## src/rtl/fetch.sv

```systemverilog
// Instruction fetch stage: owns the PC, drives a synchronous-read instruction
// memory and slices each returned word into the fields consumed by decode.
module fetch #(
  parameter int                 IADDR_W  = 8,
  parameter logic [IADDR_W-1:0] RESET_PC = '0,
  parameter logic [4:0]         HALT_OP  = 5'b11111
) (
  input  logic               clk,
  input  logic               reset,
  input  logic               stall,
  input  logic               branch_taken,
  input  logic [IADDR_W-1:0] branch_target,
  output logic [IADDR_W-1:0] imem_addr,
  input  logic [15:0]        imem_rdata,
  output logic [4:0]         opcode_out,
  output logic [3:0]         nREGA_out,
  output logic [3:0]         nREGB_out,
  output logic [7:0]         opdata_out,
  output logic [IADDR_W-1:0] pc_out,
  output logic               valid_out,
  output logic               halted
);

  typedef enum logic {RUN, HALTED} state_t;

  state_t             state_q, state_d;
  logic [IADDR_W-1:0] pc_q, pc_d;
  logic               rsp_valid_q, rsp_valid_d;
  logic [IADDR_W-1:0] rsp_pc_q, rsp_pc_d;
  logic               held_q, held_d;
  logic [15:0]        hold_word_q, hold_word_d;
  logic [4:0]         opcode_q, opcode_d;
  logic [3:0]         nrega_q, nrega_d;
  logic [3:0]         nregb_q, nregb_d;
  logic [7:0]         opdata_q, opdata_d;
  logic [IADDR_W-1:0] pc_out_q, pc_out_d;
  logic               valid_q, valid_d;
  logic [15:0]        rsp_word;

  // The memory keeps reading at the already-advanced PC while stalled, so the
  // word belonging to rsp_pc is captured on the first stalled edge and replayed.
  assign rsp_word = held_q ? hold_word_q : imem_rdata;

  always_comb begin
    state_d     = state_q;
    pc_d        = pc_q;
    rsp_valid_d = rsp_valid_q;
    rsp_pc_d    = rsp_pc_q;
    held_d      = held_q;
    hold_word_d = hold_word_q;
    opcode_d    = opcode_q;
    nrega_d     = nrega_q;
    nregb_d     = nregb_q;
    opdata_d    = opdata_q;
    pc_out_d    = pc_out_q;
    valid_d     = valid_q;

    if (branch_taken) begin
      state_d     = RUN;
      pc_d        = branch_target;
      rsp_valid_d = 1'b0;
      held_d      = 1'b0;
      opcode_d    = '0;
      nrega_d     = '0;
      nregb_d     = '0;
      opdata_d    = '0;
      valid_d     = 1'b0;
    end else if (stall) begin
      if (!held_q) begin
        held_d      = 1'b1;
        hold_word_d = imem_rdata;
      end
    end else begin
      held_d   = 1'b0;
      opcode_d = '0;
      nrega_d  = '0;
      nregb_d  = '0;
      opdata_d = '0;
      valid_d  = 1'b0;
      if (state_q == RUN) begin
        pc_d        = pc_q + 1'b1;
        rsp_valid_d = 1'b1;
        rsp_pc_d    = pc_q;
        if (rsp_valid_q) begin
          opcode_d = rsp_word[15:11];
          nrega_d  = rsp_word[10:7];
          nregb_d  = rsp_word[6:3];
          opdata_d = rsp_word[7:0];
          pc_out_d = rsp_pc_q;
          valid_d  = 1'b1;
          if (rsp_word[15:11] == HALT_OP) begin
            state_d     = HALTED;
            rsp_valid_d = 1'b0;
            pc_d        = pc_q;
          end
        end
      end
    end
  end

  always_ff @(posedge clk) begin
    if (reset) begin
      state_q     <= RUN;
      pc_q        <= RESET_PC;
      rsp_valid_q <= 1'b0;
      rsp_pc_q    <= '0;
      held_q      <= 1'b0;
      opcode_q    <= '0;
      nrega_q     <= '0;
      nregb_q     <= '0;
      opdata_q    <= '0;
      pc_out_q    <= '0;
      valid_q     <= 1'b0;
    end else begin
      state_q     <= state_d;
      pc_q        <= pc_d;
      rsp_valid_q <= rsp_valid_d;
      rsp_pc_q    <= rsp_pc_d;
      held_q      <= held_d;
      opcode_q    <= opcode_d;
      nrega_q     <= nrega_d;
      nregb_q     <= nregb_d;
      opdata_q    <= opdata_d;
      pc_out_q    <= pc_out_d;
      valid_q     <= valid_d;
    end
  end

  always_ff @(posedge clk) begin
    hold_word_q <= hold_word_d;
  end

  assign imem_addr  = pc_q;
  assign opcode_out = opcode_q;
  assign nREGA_out  = nrega_q;
  assign nREGB_out  = nregb_q;
  assign opdata_out = opdata_q;
  assign pc_out     = pc_out_q;
  assign valid_out  = valid_q;
  assign halted     = (state_q == HALTED);

endmodule

```

## config.mk

```make
export PLATFORM = sky130hd
export DESIGN_NAME = fetch
export DESIGN_NICKNAME = d
export VERILOG_FILES = /design/src/rtl/fetch.sv
export SDC_FILE = /design/constraint.sdc
export NUM_CORES = 1
export LEC_CHECK = 0
export BUFFER_PORTS_ARGS = -buffer_cell sky130_fd_sc_hd__buf_2
export CAP_MARGIN = 20
export CORE_MARGIN = 1.5
export CORE_UTILIZATION = 42
export CTS_BUF_LIST = sky130_fd_sc_hd__clkbuf_8 sky130_fd_sc_hd__clkbuf_16
export DETAILED_ROUTE_END_ITERATION = 10
export GPL_TIMING_DRIVEN = 0
export PLACE_DENSITY = 0.76
export SLEW_MARGIN = 10
export SYNTH_ARGS = -nofsm -noshare
export SYNTH_HDL_FRONTEND = slang
export SYNTH_SLANG_ARGS = --single-unit
```

## constraint.sdc

```tcl
create_clock -name clk -period 3.9 [get_ports clk]
set_input_delay 0.585 -clock clk [delete_from_list [all_inputs] [get_ports clk]]
set_output_delay 0.585 -clock clk [all_outputs]
set_load 0.01 [all_outputs]
```

== Word level (Yosys, flattened, before mapping) ==
Cells that the tools add are included.

* Bits in registers: 65
* Latch bits: 0
* Bits in writable memories: 0
* Memory bits (read-only): 0
* Input bits: 28
* Output and inout port bits: 39
* Memories kept: 0

* Add/sub/neg operators: 1
* Multipliers: 0
* Divide/modulo/power cells: 0
* Order comparisons: 0
* Equal/unequal tests: 4
* Shift operators: 0
* Multiplexer cells: 22
* Bitwise operators: 3
* Reductions and logical operators: 6

{| class="wikitable"
|+ Operator list
! operator !! count
|-
| $mux W8 || 7
|-
| $mux W16 || 1
|-
| $mux W4 || 4
|-
| $mux W5 || 2
|-
| $add A8 B1 Y8 const B || 1
|-
| $mux W1 || 8
|-
| $reduce_and A3 Y1 || 2
|-
| $eq A5 B5 Y1 const B || 1
|-
| $reduce_and A2 Y1 || 2
|-
| $reduce_and A4 Y1 || 1
|-
| $ne A3 B3 Y1 const B || 1
|-
| $not A1 Y1 || 3
|-
| $ne A2 B1 Y1 const B || 1
|-
| $ne A2 B2 Y1 const B || 1
|-
| $reduce_or A2 Y1 || 1
|}

== Depth between registers and ports, before layout ==
* Depth in word-level cells: 7
* Mapped depth: 7
* Depth with buffers taken out: 5

== Worst setup path after synthesis ==
Ideal clock, no wire load.

* Path kind: in2reg
* Start: in branch_taken
* End: reg hold_word_q[0], enable pin
* Setup time: 0.388 ns
* Arrival: 1.492 ns
* Required time: 3.512 ns
* Slack: 2.019 ns
* Cell stages on the path: 2
* Buffers on the path: 1
* Path through: clkbuf_1 > nor2_1

* Longest elaborated chain between the ends: 2

{| class="wikitable"
|+ RTL lines
! element !! line !! RTL
|-
| from (decl) || 11 || <nowiki>input logic branch_taken,</nowiki>
|-
| $not A1 Y1 (no source line) || - ||
|-
| $reduce_and A2 Y1 (no source line) || - ||
|-
| to (signal assigned) || 130 || <nowiki>hold_word_q <= hold_word_d;</nowiki>
|-
| to (decl) || 31 || <nowiki>logic [15:0] hold_word_q, hold_word_d;</nowiki>
|}

Every way passes these cells.
A chain may end at the register's enable or synchronous reset.

==> key figures <==
Outcome
  – Status: finished clean

Clock tree
  – Clk_lat worst skew: 0.33 ns
  – Clock slew at reported path FFs: 0.07 ns
  – Post-CTS Resized: 0
  – Total CTS buffers: 9
  – CTS tree: built
  – CTS Buffer Depth: 2
  – Setup Buffers After CTS: 0
  – CTS H-tree lvls: 3
  – Cts hold-fix bufs: 0
  – Clock root cell: clkbuf_8
  – # clock sinks: 60

Synth
  – Post-synth EDFFs: 16
  – Post-synthesis cell area: 2380 µm²
  – Yosys reg bits: 60
  – Post-synth top area share: 37.0%
  – Syn Area/Cell: 10.7 µm²
  – Synth warn: 0
  – Sequential area share after synthesis: 57.1%
  – Post-synth top flop: dfxtp_1
  – Post-synth top cells: 44 x dfxtp_1, 36 x nand2_1, 17 x a21oi_1, 16 x a22o_1, 16 x edfxtp_1
  – Largest cells by area after synthesis: dfxtp_1 37%, edfxtp_1 20%, mux2_2 6.6%, a22o_1 5.9%, nand2_1 5.7%
  – Area leader, netlist: dfxtp_1
  – Syn Nets: 252
  – Gate Count Post-Synth: 223
  – Async SR Flop Fraction: 0%
  – Most frequent cell after synthesis: dfxtp_1
  – Synth unique cells: 36

Global routing
  – Initial antenna violation count: 0
  – Pin count of the biggest net entering global routing: 17
  – Grt total ovfl: 0
  – First-pass GRT wire length: 8530 µm
  – Global router's overall resource usage: 18.3%
  – Vias in the first global route: 1799

Pwr
  – Clock Power Share: 44.6%
  – Total power: 1.39 mW
  – P_sw: 312 µW
  – Internal power: 1.07 mW
  – P_leak: 1.27 nW
  – Power per cell area: 458 nW/µm²
  – Switch share: 22.5%
  – Logic gate share of total power: 6.8%
  – Seq pwr share: 48.7%
  – Maximum vdd drop: 0.000269 V

Critical path
  – Most common cell on crit path: buf_2
  – Startpoint types: input port
  – Slowest cell on crit path: nor2_2
  – Worst EP arrival: 2.35 ns
  – Cell Chain, Critical Path: buf_2 > nor2_1 > nand3_1 > nor2_2 > buf_2 > a22o_1
  – CP Class: in -> reg
  – Setup crit end kind: flip-flop
  – Slowest stage delay, CP: 0.40 ns
  – Worst r2r path cells: 5
  – Req. time, crit path: 4.17 ns
  – CP max FO: 10

Timing
  – Worst-Margin Slew: 0.880 ns
  – Worst Setup Slack, final: 1.81 ns
  – Slew margin rel.: 41.3%
  – Final period util: 53.5%
  – Slew Viols, Final: 0
  – Fmax: 479 MHz
  – Setup_tns: 0 ns
  – Worst Clk Skew: 0.00920 ns
  – Finish-stage setup viols: 0
  – Final hold violations: 0
  – RSZ-0062 raised after global routing: no
  – Final min period: 2.09 ns

Layout
  – Layout cell share with drive strength beyond 1: 35.7%
  – Fin util: 54.9%
  – Reg area: 1360 µm²
  – Diode count: 0
  – Layout overhead on the synthesized area: 26.9%
  – Multi-input logic area: 915 µm²
  – Fin nets: 329
  – Filler cells: 503

Placement
  – RePlAce Congestion: 0.850
  – Final HPWL DP: 3610 µm
  – Place WS: 1.46 ns
  – Number of port buffers: 65

Route
  – Via density: 5.14
  – Pre-antenna DRT Iters: 4
  – DRT iter0 DRCs: 118
  – Via Count: 1937
  – Final wirelength: 5290 µm
  – Routed length per instance: 14.0 µm
  – Drt drc: 0
  – Antenna viol nets, final: 0

Min path
  – HP Class: reg -> reg
  – Hold depth: 1

Floorplanning
  – Core area: 5510 µm²
  – Initial Utilization: 43.3%
  – Io pins: 67
  – Row cnt: 27
  – Full die area: 6140 µm²
  – Die Y: 78.3 µm
  – Die width: 78.3 µm

Job
  – Max-Cap Viols: 0
[cell type report]
| type | instances | area share, % |
|---|---|---|
| Tap cell | 72 | 2.98 |
| Clock inverter | 6 | 2.65 |
| Inverter | 3 | 0.372 |
| Timing Repair Buffer | 66 | 10.9 |
| Multi-Input combinational cell | 143 | 30.2 |
| Sequential cell | 60 | 45.0 |
| Clock buffer | 10 | 4.55 |
| Buffer | 17 | 3.27 |
[flip-flops by register name, summed over array words and instances (netlist names)]
name and flops:
pc_out 8, rsp_pc_q 8, hold_word_q 16, held_q 1, valid_out 1, imem_addr 8
opdata_out 4, opcode_out 5, halted 1, nREGA_out 4, nREGB_out 3, rsp_valid_q 1
[logic make-up (layout without fill, tap and decap cells)]
kind of cell    count (synthesis)  in the layout  share of synthesized area (%)
simple gates                   72             72                           13.9
flops                          60             60                           57.1
compound gates                 54             54                           16.3
buf+inv                        20            102                           4.62
mux                            15             15                           7.24
fa+ha+maj                       1              1                          0.525
xor+xnor                        1              1                          0.368
[final timing paths]
| kind | start | endpoint | slack, ns |
|---|---|---|---|
| worst min-delay path | valid_out | valid_out | 0.45 |
| worst max register to register | halted | opcode_out[4] | 1.86 |
| worst max-delay path | stall | opcode_out[4] | 1.81 |
| worst min register to register | valid_out | valid_out | 0.45 |
[per-layer routing]
metal | vias to the layer above | GRT usage [%] | share of wire [%]
li1 | 971 | - | -
met1 | 904 | 24.5 | 47
met2 | 56 | 26.8 | 47
met3 | 6 | 5.58 | 4.5
met4 | 0 | 8.93 | 1.7
met5 | - | 0 | 0
[power by group through the flow]
stage          Sequential (mW)  Clock [mW]  Combinational, mW
6_report                 0.675       0.618             0.0937
5_1_grt                  0.677       0.652              0.105
4_1_cts                  0.675       0.623             0.0941
3_5_place_dp             0.689           0             0.0933
3_3_place_gp             0.688           0             0.0910
2_1_floorplan            0.688           0             0.0545
[critical path, delay by kind of cell]
kind / cells / cell delay [ns]
AO/OA/AOI/OAI: 1 / 0.18
buffers and inverters: 2 / 0.41
AND/OR/NAND/NOR: 3 / 1.17
[cells in the final DEF (no fill, tap or decap), types with 5 or more instances in the layout]
cell type / instances
buf_2: 67
dfxtp_1: 44
nand2_1: 36
a21oi_1: 17
a22o_1: 16
edfxtp_1: 16
mux2_2: 14
nor2_1: 11
clkbuf_8: 10
clkbuf_1: 9
a311oi_1: 6
inv_1: 5
nand3_1: 5
buf_4: 5
[stage by stage]
step                      instance area, µm²  instances  hold slack [ns]
final                                   3020        377            0.450
after detailed placement                2800        360            0.439
after CTS                               3020        376            0.454
after global placement                  2800        360            0.430
after global routing                    3020        377            0.466
after floorplan                         2380        223            0.432
Note: power is estimated with default switching activity, not from simulation.
